$ cat config.mk
export PLATFORM = sky130hd
export DESIGN_NAME = fetch_stage
export DESIGN_NICKNAME = d
export VERILOG_FILES = /design/src/rtl/fetch_stage_pkg.sv /design/src/rtl/fetch_fifo.sv /design/src/rtl/fetch_stage.sv
export SDC_FILE = /design/constraint.sdc
export NUM_CORES = 1
export LEC_CHECK = 0
export CORE_ASPECT_RATIO = 0.75
export CORE_UTILIZATION = 51
export CTS_CLUSTER_DIAMETER = 30
export DETAILED_ROUTE_END_ITERATION = 10
export PLACE_DENSITY = 0.8
export SYNTH_ARGS = -nofsm -noshare
export SYNTH_HDL_FRONTEND = slang
export SYNTH_SLANG_ARGS = --single-unit
$ cat constraint.sdc
create_clock -name clk -period 9.5 [get_ports clk]
set_input_delay 1.425 -clock clk [delete_from_list [all_inputs] [get_ports clk]]
set_output_delay 1.425 -clock clk [all_outputs]
set_load 0.02 [all_outputs]
$ cat src/rtl/fetch_stage_pkg.sv
// Shared constants and state encoding for the instruction fetch stage.
package fetch_stage_pkg;

    localparam logic [31:0] DEFAULT_RESET_PC = 32'h0040_0000;
    localparam int          ADDR_W           = 32;
    localparam int          INSN_W           = 32;

    typedef enum logic [1:0] {
        ST_RUN  = 2'd0,  // free to issue
        ST_WAIT = 2'd1,  // one request outstanding, its response is wanted
        ST_DROP = 2'd2   // one request outstanding, its response is discarded
    } fetch_state_e;

endpackage

$ cat src/rtl/fetch_fifo.sv
// Small power-of-two FIFO holding fetched {pc, insn} pairs; flush empties it in one cycle.
module fetch_fifo #(
    parameter int DEPTH = 2,
    parameter int WIDTH = 64
) (
    input  logic                    clk,
    input  logic                    rst_n,
    input  logic                    push,
    input  logic [WIDTH-1:0]        push_data,
    input  logic                    pop,
    input  logic                    flush,
    output logic [WIDTH-1:0]        head,
    output logic [$clog2(DEPTH):0]  count
);

    localparam int            AW   = $clog2(DEPTH);
    localparam logic [AW:0]   FULL = (AW + 1)'(DEPTH);

    logic [WIDTH-1:0] mem [DEPTH];
    logic [AW-1:0]    wr_ptr;
    logic [AW-1:0]    rd_ptr;
    logic             do_push;
    logic             do_pop;

    assign do_push = push && (count != FULL);
    assign do_pop  = pop && (count != '0);

    // NOTE: the storage array is deliberately not reset; head is only consumed while count != 0.
    always_ff @(posedge clk) begin
        if (do_push && !flush)
            mem[wr_ptr] <= push_data;
    end

    // NOTE: sequential state uses non-blocking assignments so all flops update from pre-edge values.
    always_ff @(posedge clk or negedge rst_n) begin
        if (!rst_n) begin
            wr_ptr <= '0;
            rd_ptr <= '0;
            count  <= '0;
        end else if (flush) begin
            wr_ptr <= '0;
            rd_ptr <= '0;
            count  <= '0;
        end else begin
            if (do_push)
                wr_ptr <= wr_ptr + AW'(1);
            if (do_pop)
                rd_ptr <= rd_ptr + AW'(1);
            count <= count + (AW + 1)'(do_push) - (AW + 1)'(do_pop);
        end
    end

    assign head = mem[rd_ptr];

endmodule

$ cat src/rtl/fetch_stage.sv
// Instruction fetch stage: one outstanding imem request, small instruction buffer, redirect handling.
// Optional macro FETCH_MISALIGN_TRAP_EN adds a misalign output that halts fetch after a misaligned redirect.
module fetch_stage
    import fetch_stage_pkg::*;
#(
    parameter logic [31:0] RESET_PC  = DEFAULT_RESET_PC,
    parameter int          BUF_DEPTH = 2
) (
    input  logic              clk,
    input  logic              rst_n,
    output logic              imem_req,
    output logic [ADDR_W-1:0] imem_addr,
    input  logic              imem_rvalid,
    input  logic [INSN_W-1:0] imem_rdata,
    input  logic              redirect,
    input  logic [ADDR_W-1:0] redirect_pc,
    input  logic              insn_ready,
    output logic              valid_insn,
    output logic [INSN_W-1:0] insn,
    output logic [ADDR_W-1:0] pc
`ifdef FETCH_MISALIGN_TRAP_EN
    ,
    output logic              misalign
`endif
);

    localparam int           CW      = $clog2(BUF_DEPTH) + 1;
    localparam logic [CW-1:0] DEPTH_C = CW'(BUF_DEPTH);

    fetch_state_e             state;
    fetch_state_e             state_next;
    logic [ADDR_W-1:0]        fpc;
    logic [CW-1:0]            count;
    logic [CW-1:0]            occ;
    logic [ADDR_W+INSN_W-1:0] head;
    logic                     issue;
    logic                     push;
    logic                     pop;
    logic                     flush;
    logic                     halt;
    logic                     fetch_en;

`ifdef FETCH_MISALIGN_TRAP_EN
    always_ff @(posedge clk or negedge rst_n) begin
        if (!rst_n)
            misalign <= 1'b0;
        else if (redirect)
            misalign <= (redirect_pc[1:0] != 2'b00);
    end
    assign halt = misalign;
`else
    assign halt = 1'b0;
`endif

    // Reset gates issue combinationally so imem_req drops the instant rst_n falls.
    assign fetch_en = rst_n && !halt;

    // NOTE: every always_comb output gets a default first, so no path can infer a latch.
    always_comb begin
        state_next = state;
        issue      = 1'b0;
        push       = 1'b0;
        pop        = 1'b0;
        flush      = 1'b0;
        occ        = count;
        if (redirect) begin
            flush      = 1'b1;
            state_next = (state != ST_RUN && !imem_rvalid) ? ST_DROP : ST_RUN;
        end else begin
            pop = valid_insn && insn_ready;
            unique case (state)
                ST_RUN: begin
                    occ = count - CW'(pop);
                    if (fetch_en && occ < DEPTH_C) begin
                        issue      = 1'b1;
                        state_next = ST_WAIT;
                    end
                end
                ST_WAIT: begin
                    if (imem_rvalid) begin
                        // Occupancy after this edge decides whether the next request fits.
                        push = 1'b1;
                        occ  = count + CW'(1) - CW'(pop);
                        if (fetch_en && occ < DEPTH_C)
                            issue = 1'b1;
                        else
                            state_next = ST_RUN;
                    end
                end
                ST_DROP: begin
                    if (imem_rvalid)
                        state_next = ST_RUN;
                end
                default: state_next = ST_RUN;
            endcase
        end
    end

    always_ff @(posedge clk or negedge rst_n) begin
        if (!rst_n) begin
            state <= ST_RUN;
            fpc   <= RESET_PC;
        end else begin
            state <= state_next;
            if (redirect)
                fpc <= redirect_pc & ~32'h3;
            else if (issue)
                fpc <= fpc + 32'd4;
        end
    end

    fetch_fifo #(
        .DEPTH (BUF_DEPTH),
        .WIDTH (ADDR_W + INSN_W)
    ) u_fifo (
        .clk       (clk),
        .rst_n     (rst_n),
        .push      (push),
        .push_data ({fpc - 32'd4, imem_rdata}),
        .pop       (pop),
        .flush     (flush),
        .head      (head),
        .count     (count)
    );

    assign imem_req   = issue;
    assign imem_addr  = fpc;
    assign valid_insn = (count != '0);
    assign pc         = valid_insn ? head[ADDR_W+INSN_W-1:INSN_W] : '0;
    assign insn       = valid_insn ? head[INSN_W-1:0] : '0;

endmodule

; Word level (Yosys, flattened, before mapping)
; Memory sizes are Yosys's and may differ from the RTL's.
; Index checks and enable logic that the tools add are counted.
; Widths: inputs -> output; s select.
[classes]
n_addsub = 9
magnitude_cmp = 2
n_eq_ne = 7
n_mux = 28
reduce_logical = 16
[op_table]
columns = op, n
row1 = $mux 32, 4
row2 = $add 32x3->32 const B, 1
row3 = $sub 32x3->32 const B, 1
row4 = $mux 1, 15
row5 = $mux 2, 7
row6 = $ne 3x3->1 const B, 4
row7 = $reduce_bool 2->1, 5
row8 = $logic_and 1x1->1, 7
row9 = $pmux 2 s3, 1
row10 = $sub 2x1->2, 3
row11 = $lt 2x2->1 const B, 2
row12 = $reduce_and 4->1, 1
row13 = $add 1x1->1 const B, 2
row14 = $add 2x1->2, 1
row15 = $add 2x1->2 const B, 1
row16 = $eq 2x1->1 const B, 1
row17 = $eq 2x2->1 const B, 1
row18 = $logic_not 1->1, 2
row19 = $logic_not 2->1, 1
row20 = $ne 2x2->1 const B, 1
row21 = $pmux 1 s2, 1
[totals]
ff_bits = 38
ramBits = 128
inputBits = 69
wordCells = 68
memories = 1
[memory_table]
columns = memory, words, width, rd, rd_ports_with_merged_regs, write_ports, line
row1 = u_fifo.mem, 2, 64, 1, 0, 1, fetch_fifo.sv:19  ; logic [WIDTH-1:0] mem [DEPTH];

; Longest topological paths before layout
; Gate-level depths: netlist of run 1.
[depth]
depth_word = 11
depth_mapped = 11
mapped_depth_nobuf = 10

; Hierarchy
; A second synthesis of run 1 with hierarchy kept.
[hier_totals]
hier_cells = 625
hier_area_um2 = 8077.7
[by_module_without_submodules]
columns = module, n_inst, cells_each, area_each_um2
row1 = fetch_fifo, 1, 220, 5047.3
row2 = fetch_stage, 1, 405, 3030.4

; Worst setup path before layout of run 1
; Ideal clock, no wire load.
[synth_timing]
path_kind = input to register
from = in redirect
to = mem u_fifo.mem[0][0], enable pin
setup_ns = 0.635
t_arrival_ns = 7.793
t_required_ns = 8.865
slack_ns = 1.072
stages = 3
path_buffers = 2
path_cell_list = clkbuf_1 -> clkbuf_1 -> nor4_1
[synth_between]
elab_chain_len = 5
[synth_lines]
columns = item, line
row1 = start: declaration, fetch_stage.sv:15  ; input logic redirect,
row2 = $mux 1, fetch_stage.sv:66  ; if (redirect) begin
row3 = $logic_and 1x1->1 / $logic_not 1->1 (equally long branches), "fetch_fifo.sv:25, fetch_fifo.sv:30"
row4 = $logic_and 1x1->1 (*), fetch_fifo.sv:30  ; if (do_push && !flush)
row5 = $mux 1 (*), fetch_fifo.sv:30
row6 = $mux 1 (not written as such) (*), fetch_fifo.sv:31  ; mem[wr_ptr] <= push_data;
row7 = end: declaration, fetch_fifo.sv:19
; Mark *: on every way between the ends. The rest lies on a longest branch, timed or not.

; Worst setup path after layout of run 1
[layout_timing]
from = in rst_n
to = out imem_req
[layout_between]
elab_chain_len = 5
[layout_lines]
columns = item, line
row1 = start: declaration, fetch_stage.sv:10  ; input logic rst_n,
row2 = $logic_and 1x1->1, fetch_stage.sv:84  ; if (fetch_en && occ < DEPTH_C)
row3 = $mux 1, fetch_stage.sv:84
row4 = $mux 1, fetch_stage.sv:80  ; if (imem_rvalid) begin
row5 = $pmux 1 s2 (*), fetch_stage.sv:71  ; unique case (state)
row6 = $mux 1 (*), fetch_stage.sv:66
row7 = end: declaration, fetch_stage.sv:11  ; output logic imem_req,
; Marked as above.

==> impl_metrics.json, run 1 <==
{
  "wl_met3_um": 1350,
  "rsz0062_at_grt": "no",
  "reg2reg_from": "imem_addr[5]$_DFFE_PN0P_",
  "initial_core_util_pct": 52.5,
  "drtAntennaViolNets": 0,
  "fin_area_um2": 9860,
  "first_pass_iters": 5,
  "cp_max_fo": 38,
  "htree_levels": 4,
  "crit_required_ns": 8.08,
  "worstHoldStart": "state[1]$_DFFE_PN0P_",
  "drive_gt1_share_pct": 7.91,
  "globalplace.congestion": 0.826,
  "max_slew_margin_pct": 25.4,
  "critPathMaxStageDelay_ns": 0.94,
  "synth_top_area_cell": "edfxtp_1",
  "hp-class": "flop to flop",
  "syn_area_um2": 7620,
  "crit_family": "simple AND/OR/NAND/NOR gates",
  "m1WireLength_um": 7240,
  "synthFlopType": "edfxtp_1",
  "ys_async_sr_fraction_pct": 22.5,
  "synth_seq_cells": 160,
  "cts_tree": "built",
  "cts_sinks": 160,
  "cts_buffers": 17,
  "grt_pass1_vias": 5245,
  "max-vdd-ir-drop_mv": 0.133,
  "synth_edf_count": 124,
  "postRouteWirelength_um": 16900,
  "initialDrtViolationCount": 263,
  "track_usage_pct": 22.9,
  "clkLatencyLatePin_ns": 0.42,
  "place_hpwl_um": 10900,
  "drcViolationCount": 0,
  "nNetsFinal": 820,
  "final.period_utilization_pct": 59.0,
  "synth_top_area_share_pct": 48.9,
  "clk_path_buf_depth": 2,
  "slew_viol_final": 0,
  "cts_setup_buffers": 0,
  "fill_cells": 1058,
  "post_cts_resized": 0,
  "setup_tns_ns": 0,
  "dieWidth_um": 143,
  "vias": 5274,
  "fin_util_pct": 68.0,
  "yosysMostFrequentCell": "edfxtp_1",
  "grt_max_degree": 70,
  "fin_crit_ns": 5.61,
  "grt_overflow": 0,
  "cpMaxStageDelayCell": "or4_1",
  "tightestPinTransition_ns": 1.12,
  "power_density_nw_per_um2": 182,
  "finalHoldViolCount": 0,
  "dr.max_layer_used": "met4",
  "syn_avg_cell_area_um2": 12.5,
  "core_area_um2": 14500,
  "synth_common_cells": "edfxtp_1, nor2_1, mux2i_1, nand2_1, dfrtp_1",
  "wl_met2_um": 8130,
  "detail_route.wl_per_cell_um": 17.6,
  "clkTransAtPathRegs_ns": 0.06,
  "postCtsHoldBufs": 0,
  "max_freq_mhz": 178,
  "worstPathCellList": "buf_2 -> buf_4 -> nand2b_4 -> or4_1 -> and3_1 -> nor2_1 -> clkdlybuf4s50_1",
  "cp-end-kind": "output pin",
  "antenna_cells": 0,
  "outcome": "finished, final reports clean",
  "cp_data_arrival_time_ns": 4.18,
  "die_area_um2": 15400,
  "synthDistinctLibCells": 48,
  "cp_num_buf_inv": 3,
  "worstSetupPathType": "input pin to output pin",
  "row_count": 38,
  "cts_root_buf": "clkbuf_16",
  "placed_cell_area_um2": 9290,
  "synth_warnings": 0,
  "cap_viol_max_count": 0,
  "synthCells": 609,
  "viasPerCell": 5.50,
  "syn_to_final_growth_pct": 29.5,
  "antenna_found_initial": 0,
  "synth_area_leaders": "edfxtp_1, dfrtp_1, mux2i_1",
  "power.leakage_nw": 3.34,
  "io_pins": 167,
  "grt_pass1_wl_um": 26500,
  "setup_violations": 0,
  "placedCellCount": 928,
  "cp-startpoint": "rst_n",
  "finClkSkew_ns": 0.00834,
  "ys_seq_area_share_pct": 60.7,
  "port_buffers": 160,
  "layout.cells.non_filler": 959,
  "dieHeight_um": 108,
  "cp-start-kind": "input pin"
}
[power breakdown]
| group | internal (W) | switching, W |
|---|---|---|
| combinational | 0.000143 | 0.000154 |
| sequential | 0.000788 | 0.0000540 |
| clock | 0.000386 | 0.000270 |
[per-layer routing]
| layer | global-route usage [%] | vias to the layer above |
|---|---|---|
| met5 | 0 | - |
| met4 | 7.14 | 0 |
| met3 | 6.05 | 18 |
| met2 | 38.6 | 216 |
| met1 | 28.8 | 2576 |
| li1 | - | 2464 |
[sequential cells by signal, summed over array words and instances, names as in the netlist]
signal         count
u_fifo.count       2
state              2
u_fifo.wr_ptr      1
u_fifo.rd_ptr      1
u_fifo.mem       124
imem_addr         30
[layout by cell type, fill, tap and decap left out, drive strengths merged, types with 12 or more instances in the layout]
cell,count
a311oi,15
clkbuf,18
clkdlybuf4s50,158
dfrtp,35
edfxtp,124
mux2i,69
nand2,43
nand3,14
nor2,82
nor3,12
nor4,12
o21ai,18
xnor2,26
xor2,28
[final timing paths]
path                                               endpoint  slack [ns]  depth (start not counted)
min in group asynchronous         imem_addr[16]$_DFFE_PN0P_        1.06                          2
worst max register to register  u_fifo.mem[0][60]$_DFFE_PP_        6.74                          5
worst min register to register         state[0]$_DFFE_PN0P_        0.61                          1
max in group asynchronous         u_fifo.rd_ptr$_DFFE_PN0P_        8.03                          2
worst min-delay path                   state[0]$_DFFE_PN0P_        0.61                          1
worst max-delay path                               imem_req        3.89                          7
[layout make-up]
cell class | instances | area [um^2] | share of cell area, %
inverters | 8 | 30.0 | 0.305
clock buffers | 18 | 429 | 4.35
clock inverters | 13 | 140 | 1.42
flip-flops and latches | 160 | 4630 | 46.9
well taps | 200 | 250 | 2.54
repair buffers | 166 | 1640 | 16.6
multi-input cells | 394 | 2750 | 27.8
[cells by family after synthesis]
| family | Yosys count | synth area share [%] |
|---|---|---|
| other | 1 | 0.0492 |
| buffers and inverters | 58 | 3.58 |
| AO/OA/AOI/OAI | 53 | 5.14 |
| XOR/XNOR | 54 | 6.21 |
| flip-flops | 160 | 60.7 |
| multiplexers | 76 | 10.1 |
| adder cells (fa/ha/maj) | 4 | 0.657 |
| AND/OR/NAND/NOR | 203 | 13.5 |
[stage by stage]
step                      worst slack, ns  total power [W]  hold slack, ns
after floorplan                      1.07          0.00101           0.488
after global placement               3.96          0.00114           0.530
after detailed placement             3.89          0.00115           0.574
after CTS                            3.89          0.00181           0.591
after global routing                 3.75          0.00186           0.617
final                                3.89          0.00180           0.611
No activity file was read; power rests on OpenSTA's default activity.
==> run 2: changes to the inputs <==
Settings changed: CORE_UTILIZATION 51 to 46, PLACE_DENSITY 0.8 to 0.77.
Clock period 9.5 ns to 4.6 ns, I/O delays scaled along.
==> run 2 against run 1 <==
Net effect: setup slack got worse by 3.1 ns; clock power increased by 120%; register-to-register slack got worse by 5.0 ns; final area increased by 0.88%; global-route usage decreased by 2.3 points.
==> impl_metrics.json, run 2 (synthesis results as in run 1) <==
{
  "vias": 5193,
  "syn_to_final_growth_pct": 30.6,
  "clkTransAtPathRegs_ns": 0.06,
  "track_usage_pct": 20.6,
  "drive_gt1_share_pct": 8.15,
  "core_area_um2": 16100,
  "setup_ws_ns": 0.811,
  "worstSetupPathType": "input pin to output pin",
  "antenna_found_initial": 0,
  "dieHeight_um": 113,
  "drtAntennaViolNets": 0,
  "place_ws_ns": 0.847,
  "fill_cells": 1244,
  "hp-class": "input pin to asynchronous set/reset pin",
  "first_pass_iters": 4,
  "cts_tree": "built",
  "largest-register": "u_fifo.mem",
  "fin_crit_ns": 3.79,
  "cp_max_fo": 23,
  "grt_max_degree": 68,
  "nNetsFinal": 822,
  "detail_route.wl_per_cell_um": 17.6,
  "final.period_utilization_pct": 82.4,
  "cp-end-kind": "output pin",
  "finClkSkew_ns": 0.00862,
  "cap_viol_max_count": 0,
  "fin_area_um2": 9950,
  "outcome": "finished, final reports clean",
  "place_hpwl_um": 11300,
  "grt_overflow": 0,
  "placedCellCount": 940,
  "rsz0062_at_grt": "no",
  "antenna_cells": 0,
  "power_density_nw_per_um2": 383,
  "cp_data_arrival_time_ns": 3.10,
  "cts_buffers": 17,
  "drcViolationCount": 0,
  "setup_violations": 0,
  "clk_path_buf_depth": 2,
  "final_cell_mix": "clkdlybuf4s50_1, edfxtp_1, nor2_1",
  "initialDrtViolationCount": 343,
  "setup_tns_ns": 0,
  "globalplace.congestion": 0.836,
  "viasPerCell": 5.35,
  "die_area_um2": 17100,
  "multi_input_area_um2": 2750,
  "dieWidth_um": 151,
  "cts_sinks": 160,
  "clkLatencyLatePin_ns": 0.42,
  "final_common_cell": "clkdlybuf4s50_1",
  "seqCellArea_um2": 4630,
  "initial_core_util_pct": 47.3,
  "cts_root_buf": "clkbuf_16",
  "io_pins": 167,
  "finalHoldViolCount": 0,
  "post_cts_resized": 0,
  "slew_viol_final": 0,
  "cp-start-kind": "input pin",
  "postRouteWirelength_um": 17100,
  "htree_levels": 4,
  "holdWs_ns": 0.368,
  "row_count": 40,
  "power.leakage_nw": 3.37,
  "crit_required_ns": 3.91,
  "max_freq_mhz": 264,
  "port_buffers": 160,
  "max_slew_margin_pct": 24.4,
  "largest_reg_flops": 124,
  "grt_pass1_wl_um": 26800,
  "tightestPinTransition_ns": 1.13,
  "grt_pass1_vias": 5141,
  "reg2reg_setup_slack_ns": 1.75,
  "postCtsHoldBufs": 0,
  "placed_cell_area_um2": 9340,
  "max-vdd-ir-drop_mv": 0.248,
  "cts_setup_buffers": 0,
  "layout.cells.non_filler": 971
}
==> run 2: layout make-up <==
type                    count  share of cell area (%)
multi-input cells         394                    27.7
well taps                 210                    2.64
inverters                   8                   0.302
repair buffers            168                    16.7
flip-flops and latches    160                    46.5
clock buffers              18                    4.31
clock inverters            13                    1.79
==> run 2: path summary, 6_finish.rpt <==
check	startpoint	end	cells after the start
min reg2reg	state[1]$_DFFE_PN0P_	state[0]$_DFFE_PN0P_	1
min	rst_n	u_fifo.count[0]$_DFF_PN0_	2
max	insn_ready	imem_req	6
min in group clk	state[1]$_DFFE_PN0P_	state[0]$_DFFE_PN0P_	1
max in group asynchronous	rst_n	u_fifo.rd_ptr$_DFFE_PN0P_	2
max reg2reg	u_fifo.count[1]$_DFF_PN0_	u_fifo.count[1]$_DFF_PN0_	11
==> run 2: critical path, cell delays in order <==
cell and delay [ns]:
clkdlybuf4s50_1 0.57, nand2_1 0.08, a211o_1 0.62, and3_1 0.40
nor2_1 0.13, clkdlybuf4s50_1 0.61
==> run 2: per-stage QoR <==
stage	power (W)	util (%)
global route	0.00395	61.7
finish	0.00381	61.7
CTS	0.00383	61.7
global placement	0.00237	58.0
floorplan	0.00210	-
detailed placement	0.00238	58.0
==> run 2: power by group <==
group          internal [W]  switching [W]  leakage (nW)
Clock              0.000865       0.000586         0.291
Combinational      0.000297       0.000320          1.53
Sequential          0.00163       0.000110          1.55
==> run 2: routing by layer <==
layer / part of all wire (%) / global-route usage (%)
met3: 8.4 / 5.96
met1: 43 / 27.4
met5: 0 / 0
met2: 47 / 33.4
met4: 0.74 / 4.80
==> run 3: changes to the inputs <==
Clock period 4.6 ns to 3.3 ns, I/O delays scaled along.
==> run 3 against run 2 <==
Net effect: final cell count increased by 0.72%; first-iteration DRC count rose by 0.87%; sequential power is 37% higher; global-route usage is 0.62 points higher; non-clock buffer count increased by 7; largest power group unchanged; critical path depth shrank 1; hold slack lost 0.20 ns; critical endpoint unchanged.
==> impl_metrics.json, run 3 (synthesis results as in run 1) <==
{
  "critPathMaxStageDelay_ns": 0.61,
  "cts_buffers": 17,
  "outcome": "finished, final reports clean",
  "p_sw_w": 0.00142,
  "multi_input_area_um2": 2750,
  "worstSetupPathType": "flop to output pin",
  "finClkSkew_ns": 0.00866,
  "largest-register": "u_fifo.mem",
  "power.internal_w": 0.00382,
  "postCtsHoldBufs": 0,
  "cts_root_buf": "clkbuf_16",
  "first_pass_iters": 5,
  "place_hpwl_um": 11700,
  "final.period_utilization_pct": 92.6,
  "setup_violations": 0,
  "clkLatencyLatePin_ns": 0.43,
  "slew_viol_final": 0,
  "grt_pass1_vias": 5281,
  "cpMaxStageDelayCell": "clkdlybuf4s50_1",
  "hp-class": "input pin to asynchronous set/reset pin",
  "cp_max_fo": 6,
  "fin_util_pct": 61.9,
  "seqCellArea_um2": 4630,
  "grt_busiest_layer": "met2",
  "final_cell_mix": "clkdlybuf4s50_1, edfxtp_1, nor2_1",
  "cp-start-kind": "flop",
  "use_met3_pct": 4.84,
  "io_pins": 167,
  "core_area_um2": 16100,
  "syn_to_final_growth_pct": 30.9,
  "switching_share_pct": 27.1,
  "antenna_found_initial": 0,
  "die_area_um2": 17100,
  "power.leakage_nw": 3.40,
  "detail_route.wl_per_cell_um": 17.8,
  "worstPathCellList": "nand2b_4 -> or4_1 -> and3_1 -> nor2_1 -> clkdlybuf4s50_1",
  "power_density_nw_per_um2": 525,
  "clkTransAtPathRegs_ns": 0.06,
  "crit_required_ns": 2.80,
  "port_buffers": 160,
  "vias": 5248,
  "grt_max_degree": 63,
  "max_freq_mhz": 327,
  "fin_area_um2": 9970,
  "max_slew_margin_pct": 59.3,
  "rsz0062_at_grt": "no",
  "use_met2_pct": 33.8,
  "cp-end-kind": "output pin",
  "nNetsFinal": 829,
  "finalHoldViolCount": 0,
  "dieHeight_um": 113,
  "antenna_cells": 0,
  "post_cts_resized": 0,
  "cap_viol_max_count": 0,
  "drive_gt1_share_pct": 9.11,
  "row_count": 40,
  "initial_core_util_pct": 47.3,
  "globalRouteMet1Util_pct": 27.9,
  "largest_reg_flops": 124,
  "placed_cell_area_um2": 9390,
  "pwr-share-clk_pct": 36.9,
  "drcViolationCount": 0,
  "cts_tree": "built",
  "holdWs_ns": 0.169,
  "combPwrFrac_pct": 17.5,
  "dieWidth_um": 151,
  "cts_setup_buffers": 0,
  "globalplace.congestion": 0.882,
  "grt_overflow": 0,
  "cp_data_arrival_time_ns": 2.56,
  "fin_crit_ns": 3.06,
  "fill_cells": 1283,
  "htree_levels": 4,
  "grt_pass1_wl_um": 27300,
  "setup_tns_ns": 0,
  "drtAntennaViolNets": 0,
  "seqPwrFrac_pct": 45.6,
  "max-vdd-ir-drop_mv": 0.332,
  "final_common_cell": "clkdlybuf4s50_1",
  "postRouteWirelength_um": 17400,
  "viasPerCell": 5.37,
  "initialDrtViolationCount": 346,
  "track_usage_pct": 21.2,
  "tightestPinTransition_ns": 0.611,
  "cts_sinks": 160,
  "clk_path_buf_depth": 2
}
-- run 3: routing by layer --
metal  share of wire [%]  wire, um
met1                  44      7560
met2                  47      8170
met3                 7.3      1270
met4                 2.1       365
met5                   0         0
-- run 3: power by group through the flow --
stage | clock network (W) | logic (W) | registers, W
after floorplan | 0 | 0.000503 | 0.00242
after detailed placement | 0 | 0.000918 | 0.00242
after CTS | 0.00197 | 0.000924 | 0.00238
after global placement | 0 | 0.000892 | 0.00242
final | 0.00193 | 0.000916 | 0.00239
after global routing | 0.00204 | 0.000985 | 0.00240
-- run 3: critical path, delay by kind of cell, from the launching register on --
family        cells  cell delay [ns]
buf+inv           1             0.61
flops             1             0.48
simple gates      4             1.04
-- run 3: cell type report --
class	count	share of cell area, %
clock inverter	14	1.57
multi-input combinational	394	27.6
inverter	8	0.301
tap	210	2.63
sequential	160	46.4
timing repair buffer	175	17.2
clock buffer	17	4.26
-- run 3: stage by stage --
step                total power, W  std cells  setup slack (ns)
global route               0.00543        978             0.105
finish                     0.00524        978             0.244
CTS                        0.00528        978             0.252
detailed placement         0.00334        947             0.318
floorplan                  0.00292        612            0.0199
global placement           0.00331        947             0.369
-- run 3: final timing paths --
| path | start | end | slack (ns) | cells after the start |
|---|---|---|---|---|
| max | state[1]$_DFFE_PN0P_ | imem_req | 0.24 | 5 |
| min | rst_n | state[0]$_DFFE_PN0P_ | 0.17 | 2 |
| max in group asynchronous | rst_n | u_fifo.rd_ptr$_DFFE_PN0P_ | 2.76 | 2 |
| max reg2reg | imem_addr[5]$_DFFE_PN0P_ | u_fifo.mem[0][62]$_DFFE_PP_ | 0.72 | 5 |
| min in group clk | redirect | u_fifo.count[0]$_DFF_PN0_ | 0.50 | 2 |
| min reg2reg | u_fifo.wr_ptr$_DFFE_PN0P_ | u_fifo.wr_ptr$_DFFE_PN0P_ | 0.63 | 2 |
